**src/rtl/serial_demux_1_8_pkg.sv**
```systemverilog
// rtl/serial_demux_1_8_pkg.sv - shared constants for the serial 1-to-N demux deserializer
package serial_demux_1_8_pkg;

  // Default word geometry: eight outputs addressed by a 3-bit select
  localparam int DEF_WIDTH = 8;
  localparam int DEF_SEL_W = 3;

  // Holding-register state: FILL means no unconsumed word, HOLD means out_data is valid
  typedef logic [0:0] state_t;
  localparam state_t ST_FILL = 1'b0;
  localparam state_t ST_HOLD = 1'b1;

endpackage

```
**src/rtl/serial_demux_1_8_if.sv**
```systemverilog
// rtl/serial_demux_1_8_if.sv - serial input / parallel output handshake bundle
interface serial_demux_1_8_if
  import serial_demux_1_8_pkg::*;
#(
  parameter int WIDTH = DEF_WIDTH,
  parameter int SEL_W = DEF_SEL_W
);

  logic             clr;
  logic             in_bit;
  logic             in_valid;
  logic             in_ready;
  logic [WIDTH-1:0] out_data;
  logic             out_valid;
  logic             out_ready;
  logic [SEL_W-1:0] sel;

  // Demux side: consumes the serial stream, produces the parallel word
  modport slave (
    input  clr, in_bit, in_valid, out_ready,
    output in_ready, out_data, out_valid, sel
  );

  // Environment side: drives the serial stream, takes the parallel word
  modport master (
    output clr, in_bit, in_valid, out_ready,
    input  in_ready, out_data, out_valid, sel
  );

endinterface

```
**src/rtl/serial_demux_1_8_mod_n_counter.sv**
```systemverilog
// rtl/serial_demux_1_8_mod_n_counter.sv - modulo-WIDTH up/down select counter with terminal-count flag
module mod_n_counter #(
  parameter int WIDTH = 8,
  parameter int SEL_W = 3,
  parameter bit DOWN  = 1'b0
) (
  input  logic             clk,
  input  logic             rst_n,
  input  logic             clr,
  input  logic             en,
  output logic [SEL_W-1:0] count,
  output logic             tc
);

  // Start and terminal values swap with the count direction
  localparam logic [SEL_W-1:0] TOP   = SEL_W'(WIDTH - 1);
  localparam logic [SEL_W-1:0] START = DOWN ? TOP : '0;
  localparam logic [SEL_W-1:0] LAST  = DOWN ? '0 : TOP;

  assign tc = (count == LAST);

  // Count one step per enable, wrapping at the terminal value so out-of-range values never appear
  always_ff @(posedge clk or negedge rst_n) begin
    if (!rst_n) begin
      count <= START;
    end else if (clr) begin
      count <= START;
    end else if (en) begin
      if (tc) begin
        count <= START;
      end else if (DOWN) begin
        count <= count - 1'b1;
      end else begin
        count <= count + 1'b1;
      end
    end
  end

endmodule

```
**src/rtl/serial_demux_1_8.sv**
```systemverilog
// rtl/serial_demux_1_8.sv - double-buffered 1-to-N serial demux deserializer; DEMUX_MSB_FIRST_EN selects MSB-first routing
module serial_demux_1_8
  import serial_demux_1_8_pkg::*;
#(
  parameter int WIDTH = DEF_WIDTH,
  parameter int SEL_W = DEF_SEL_W
) (
  input  logic                 clk,
  input  logic                 rst_n,
  serial_demux_1_8_if.slave    bus
);

  // Reject illegal geometry at elaboration
  if (WIDTH < 2 || WIDTH > 256) begin : g_bad_width
    $error("serial_demux_1_8: WIDTH must be in 2..256");
  end
  if (SEL_W != $clog2(WIDTH)) begin : g_bad_sel_w
    $error("serial_demux_1_8: SEL_W must equal ceil(log2(WIDTH))");
  end

`ifdef DEMUX_MSB_FIRST_EN
  localparam bit MSB_FIRST = 1'b1;
`else
  localparam bit MSB_FIRST = 1'b0;
`endif

  logic [WIDTH-1:0] shadow;
  logic [WIDTH-1:0] word_done;
  logic [WIDTH-1:0] out_data_q;
  state_t           state;
  logic [SEL_W-1:0] sel_q;
  logic             tc;
  logic             in_ready;
  logic             accept;
  logic             consume;
  logic             last_accept;
  logic             cnt_en;

  // Only stall when the next word is complete and the holding register is still occupied
  assign in_ready    = !((state == ST_HOLD) && !bus.out_ready && tc);
  assign accept      = bus.in_valid && in_ready;
  assign consume     = (state == ST_HOLD) && bus.out_ready;
  // clr wins over accept, so a bit arriving with clr is dropped
  assign cnt_en      = accept && !bus.clr;
  assign last_accept = cnt_en && tc;

  assign bus.in_ready  = in_ready;
  assign bus.out_data  = out_data_q;
  assign bus.out_valid = (state == ST_HOLD);
  assign bus.sel       = sel_q;

  mod_n_counter #(
    .WIDTH (WIDTH),
    .SEL_W (SEL_W),
    .DOWN  (MSB_FIRST)
  ) u_sel_cnt (
    .clk   (clk),
    .rst_n (rst_n),
    .clr   (bus.clr),
    .en    (cnt_en),
    .count (sel_q),
    .tc    (tc)
  );

  // Completed word: the shadow with the final bit merged in at its position
  always_comb begin
    word_done        = shadow;
    word_done[sel_q] = bus.in_bit;
  end

  // Collect accepted bits; empty the shadow once its word moves to the holding register
  always_ff @(posedge clk or negedge rst_n) begin
    if (!rst_n) begin
      shadow <= '0;
    end else if (bus.clr) begin
      shadow <= '0;
    end else if (accept) begin
      if (tc) begin
        shadow <= '0;
      end else begin
        shadow[sel_q] <= bus.in_bit;
      end
    end
  end

  // Holding register loads only on a last-bit accept and otherwise keeps its word
  always_ff @(posedge clk or negedge rst_n) begin
    if (!rst_n) begin
      out_data_q <= '0;
    end else if (last_accept) begin
      out_data_q <= word_done;
    end
  end

  // FILL/HOLD tracking; a new word arriving as the old one is consumed keeps HOLD
  always_ff @(posedge clk or negedge rst_n) begin
    if (!rst_n) begin
      state <= ST_FILL;
    end else if (last_accept) begin
      state <= ST_HOLD;
    end else if (consume) begin
      state <= ST_FILL;
    end
  end

endmodule

```
**src/flat_wrapper.sv**
```systemverilog
// flat-port wrapper written by rule: the top's interface ports become plain ports
module serial_demux_1_8_flat import serial_demux_1_8_pkg::*;
#(
  parameter int WIDTH = DEF_WIDTH,
  parameter int SEL_W = DEF_SEL_W
)
  (clk, rst_n, bus_clr, bus_in_bit, bus_in_valid, bus_out_ready, bus_in_ready, bus_out_data, bus_out_valid, bus_sel);
  serial_demux_1_8_if #(.WIDTH(WIDTH), .SEL_W(SEL_W)) bus_i ();
  input  logic clk;
  input  logic rst_n;
  input wire logic [$bits(bus_i.clr)-1:0] bus_clr;
  input wire logic [$bits(bus_i.in_bit)-1:0] bus_in_bit;
  input wire logic [$bits(bus_i.in_valid)-1:0] bus_in_valid;
  input wire logic [$bits(bus_i.out_ready)-1:0] bus_out_ready;
  output wire logic [$bits(bus_i.in_ready)-1:0] bus_in_ready;
  output wire logic [$bits(bus_i.out_data)-1:0] bus_out_data;
  output wire logic [$bits(bus_i.out_valid)-1:0] bus_out_valid;
  output wire logic [$bits(bus_i.sel)-1:0] bus_sel;
  assign bus_i.clr = bus_clr;
  assign bus_i.in_bit = bus_in_bit;
  assign bus_i.in_valid = bus_in_valid;
  assign bus_i.out_ready = bus_out_ready;
  assign bus_in_ready = bus_i.in_ready;
  assign bus_out_data = bus_i.out_data;
  assign bus_out_valid = bus_i.out_valid;
  assign bus_sel = bus_i.sel;
  serial_demux_1_8 #(.WIDTH(WIDTH), .SEL_W(SEL_W)) u_core (.clk(clk), .rst_n(rst_n), .bus(bus_i));
endmodule
```
**config.mk**
```make
export PLATFORM = sky130hd
export DESIGN_NAME = serial_demux_1_8_flat
export DESIGN_NICKNAME = d
export VERILOG_FILES = /design/src/rtl/serial_demux_1_8_pkg.sv /design/src/rtl/serial_demux_1_8_if.sv /design/src/rtl/serial_demux_1_8_mod_n_counter.sv /design/src/rtl/serial_demux_1_8.sv /design/src/flat_wrapper.sv
export SDC_FILE = /design/constraint.sdc
export NUM_CORES = 1
export LEC_CHECK = 0
export ABC_AREA = 1
export CAP_MARGIN = 5
export CORE_MARGIN = 5
export CORE_UTILIZATION = 54
export CTS_CLUSTER_DIAMETER = 60
export DETAILED_ROUTE_END_ITERATION = 8
export PLACE_DENSITY = 0.79
export SLEW_MARGIN = 20
export SYNTH_ARGS = -nofsm -noshare
export SYNTH_HDL_FRONTEND = slang
export SYNTH_SLANG_ARGS = --single-unit
export TNS_END_PERCENT = 50
```
**constraint.sdc**
```tcl
create_clock -name clk -period 2.85 [get_ports clk]
set_clock_uncertainty 0.05 [all_clocks]
set_input_delay 0.57 -clock clk [delete_from_list [all_inputs] [get_ports clk]]
set_output_delay 0.57 -clock clk [all_outputs]
set_load 0.01 [all_outputs]
```
# Word-level counts from Yosys, hierarchy flattened
# Cells that the tools add are included.
dict set report totals {
  reg_bits 20
  latch_bits 0
  mem_bits_rw 0
  mem_bits_ro 0
  in_bits 6
  out_inout_bits 13
  memories 0
}
dict set report op_classes {
  addsub 1
  multipliers 0
  n_div 0
  n_lt_le_gt_ge 2
  n_eq_ne 1
  shifts 0
  muxes 11
  bitwise_logic 0
  n_reduce_logical 13
}
# cell count
set ops {}
lappend ops {{two-way mux 8 bit} 3}
lappend ops {{two-way mux 3 bit} 3}
lappend ops {{bitwise mux 8 bit} 1}
lappend ops {{logical AND 1 bit} 7}
lappend ops {{nonzero test 2 bit} 3}
lappend ops {{less-than comparator 3 x 4 -> 1 bit (second input constant)} 1}
lappend ops {{adder 3 x 1 -> 3 bit (second input constant)} 1}
lappend ops {{demux 1 bit (select 3 bit)} 1}
lappend ops {{equality test 3 bit (second input constant)} 1}
lappend ops {{greater-or-equal comparator 3 x 1 -> 1 bit (second input constant)} 1}
lappend ops {{logical NOT 1 bit} 3}
lappend ops {{two-way mux 1 bit} 3}

# Depth between registers and ports, before layout
dict set report depth {
  ltp_word 8
  depth_mapped 7
}

# Cells and area by module
# From an unflattened synthesis, not the netlist that was laid out.
dict set report hier_totals {
  cells_unflattened 132
  area_unflattened_um2 1042.2
}
# module instances cells_each area_per_inst_um2 seq_area_each_um2
set by_module_without_submodules {}
lappend by_module_without_submodules {serial_demux_1_8 1 115 890.9 425.4}
lappend by_module_without_submodules {mod_n_counter 1 17 151.4 75.1}

# Worst setup path after synthesis
# OpenSTA, ideal clock, no wires.
dict set report synth_timing {
  path_kind {register -> output}
  from {register u_core.u_sel_cnt.count[0]}
  to {output bus_in_ready}
  arrival_ns 0.974
  required_time_ns 2.230
  path_slack_ns 1.256
  path_stages_with_launch 4
  cell_sequence {dfrtp_1 ha_1 ha_1 nand3_1}
}
dict set report synth_between {
  elab_chain_cells 3
}
# element line
set synth_lines {}
lappend synth_lines {{start, declared} serial_demux_1_8_mod_n_counter.sv:11} ;# output logic [SEL_W-1:0] count,
lappend synth_lines {{start signal, assigned} serial_demux_1_8_mod_n_counter.sv:32} ;# count <= count - 1'b1;
lappend synth_lines {{start signal, assigned} serial_demux_1_8_mod_n_counter.sv:34} ;# count <= count + 1'b1;
lappend synth_lines {{equality test 3 bit} serial_demux_1_8_mod_n_counter.sv:20} ;# assign tc = (count == LAST);
lappend synth_lines {{logical AND 1 bit} serial_demux_1_8.sv:40} ;# assign in_ready = !((state == ST_HOLD) && !bus.out_ready && tc);
lappend synth_lines {{logical NOT 1 bit} serial_demux_1_8.sv:40}
lappend synth_lines {{end, declared} flat_wrapper.sv:15} ;# output wire logic [$bits(bus_i.in_ready)-1:0] bus_in_ready;
# No other way between the ends.

# Final worst setup path
# Same ends and word-level chain as after synthesis.

==> metrics.cfg <==
[worst_setup_path]
reg2reg_slack_ps = 1040
rr_endpoint = u_core.u_sel_cnt.count[0]$_DFFE_PN0P_
cp.arrival_ps = 1940
crit_type = flip-flop to output port
crit_top_cell = ha_1
worst-path-max-fanout = 11
slowest_stage = clkdlybuf4s50_1
cp_cell_sequence = ha_1 -> ha_1 -> nand3_1 -> clkdlybuf4s50_1
cp-end-kind = output port
r2r-start = u_core.u_sel_cnt.count[0]$_DFFE_PN0P_
required_ps = 2230
critPathLaunchType = flip-flop
cpPeakStageDelay_ps = 540
rr_worst_depth = 5

[cts]
ctsResizeCount = 0
clk_latency_ps = 290
post_cts_buffers = 0
hold_buffers = 0
clk_pin_slew_ps = 110
htreeDepth = 1
clock-root-buffer = clkbuf_4
cts.sinks = 20
tritoncts = yes
clockBufferDepth = 2
cts_buffers = 3

[power_and_ir_drop]
power.switching_mw = 0.126
clock_power_share_pct = 39.4
power_frac_seq_pct = 51.6
p_comb_share_pct = 9.0
vdd_ir_drop_max_v = 0.000448
p_per_area_nw_per_um2 = 464
leakage_nw = 0.680
internal_power_mw = 0.450
p_sw_share_pct = 21.8

[timing]
setup_violations = 0
setup_tns_ps = 0
slew_headroom_pct = 61.7
min_period_ps = 2560
finalHoldViolCount = 0
worst_pin_slew_ps = 572
whs_ps = 439
post-route-period-util_pct = 89.9
drv_slew = 0
grt_setup_unrepaired = false
max_freq_mhz = 390

[final_layout]
num-nets-final = 157
final_cell_mix = 66 x nand2_1, 20 x nand3_1, 20 x dfrtp_1
syn2layout_area_growth_pct = 23.3
multi_input_area_sq_um = 442
final-seq-area_sq_um = 500
layout-drive-gt1-share_pct = 6.08
antennaDiodeCount = 0
n_fill_cell = 144
layout_commonest_cell = nand2_1

[global_route]
grtUsageMet2_pct = 28.3
grt_max_degree = 21
met1_usage_pct = 21.0
grt_pass1_vias = 809
antenna_found_initial = 0
grt_use_total_pct = 16.9
busiest_layer = met2
grt_pass1_wl_mm = 3.48
use_met3_pct = 2.54
gr-total-overflow = 0

[routing]
initialDrtViolationCount = 26
vias_per_cell = 5.22
firstDrtPassIters = 4
post_drt_wl_per_cell_um = 11.9
ant_nets = 0
drcViolationCount = 0
wirelength_mm = 2.06
vias = 903

[flow_run]
cap_violations = 0

[outcome]
status = finished clean

[min_path]
min_from = u_core.bus.out_data[5]$_DFFE_PN0P_
holdPathStages = 2
hp-class = flip-flop to flip-flop
hold_end = u_core.bus.out_data[5]$_DFFE_PN0P_

[synthesis]
synth_cells = 131
avgSynthCellArea_sq_um = 7.68
syn_area_sq_um = 1010
ys_types = 15
synth_seq_area_share_pct = 49.8
yosys_warnings = 0
synth_nets = 139
synth_seq_cells = 20

[floorplan]
die_y_um = 53.2
die_w_um = 53.2
core-area_sq_um = 1750
die_area_sq_um = 2830
rows = 15
initial_core_util_pct = 57.6
ios = 19

[placed_design]
place_congestion = 0.855
dp_hpwl_mm = 1.47
numPortBuffers = 18

## power groups by stage
stage	sequential [mW]	combinational, mW	clock, mW
detailed placement	0.302	0.0512	0
global placement	0.302	0.0502	0
CTS	0.297	0.0518	0.235
global route	0.298	0.0585	0.248
floorplan	0.298	0.0331	0
finish	0.297	0.0518	0.227
## sequential cells by signal, indices dropped and copies added (netlist names)
name and flops:
u_core.bus.out_data 8, u_core.shadow 8, u_core.u_sel_cnt.count 3, u_core.bus.out_valid 1
## per-layer routing
metal  vias to the layer above  routed length [um]
met4                         0                  31
li1                        456                   -
met2                        42                 962
met3                         4                 134
met5                         -                   0
met1                       401                 933
## cell type report
cell class | instances | area share (%)
flip-flops and latches | 20 | 40.4
multi-input cells | 98 | 35.6
repair buffers | 19 | 15.1
well taps | 25 | 2.52
clock inverters | 1 | 2.42
inverters | 7 | 2.12
clock buffers | 3 | 1.82
## logic make-up (layout without fill, tap and decap cells)
group           count (synthesis)  in the layout  share of synthesized area, %
compound gates                  1              1                         0.497
fa+ha+maj                       2              2                          2.49
buf+inv                        13             30                          6.34
flops                          20             20                          49.8
simple gates                   95             95                          40.9
## worst max-delay path by stage
stage          cells after the start                             startpoint  slack [ps]      endpoint
2_1_floorplan                      3  u_core.u_sel_cnt.count[0]$_DFFE_PN0P_        1260  bus_in_ready
3_3_place_gp                       4                          bus_out_ready         550  bus_in_ready
3_5_place_dp                       4                          bus_out_ready         530  bus_in_ready
4_1_cts                            4  u_core.u_sel_cnt.count[0]$_DFFE_PN0P_         280  bus_in_ready
5_1_grt                            4  u_core.u_sel_cnt.count[0]$_DFFE_PN0P_         180  bus_in_ready
6_report                           4  u_core.u_sel_cnt.count[0]$_DFFE_PN0P_         290  bus_in_ready
## critical path: cells and delay by family (launching register included)
family | cells | cell delay, ps
buffers and inverters | 1 | 540
and+or+nand+nor | 1 | 110
adders and majority gates | 2 | 480
DFF | 1 | 520
## cell usage after synthesis
library cell	number	area (sq um)
dfrtp_1	20	500
buf_2	3	15.0
nand4_2	1	12.5
clkbuf_1	1	3.75
nand3_1	20	100
nor2_1	2	7.51
inv_2	2	7.51
nand4_1	5	31.3
inv_1	5	18.8
buf_4	1	7.51
ha_1	2	25.0
o21ai_0	1	5.00
buf_6	1	11.3
nand2_1	66	248
nor3b_2	1	12.5
## through the flow
stage	area, sq um	setup WS, ps	instances	utilization [%]	total power, mW
after CTS	1240	276	173	71.0	0.584
after detailed placement	1190	531	169	68.0	0.353
final	1240	288	173	71.0	0.576
after global routing	1240	180	173	71.0	0.604
after floorplan	1010	1260	131	-	0.331
after global placement	1190	553	169	68.0	0.352
Note: power is estimated with default switching activity, not from simulation.
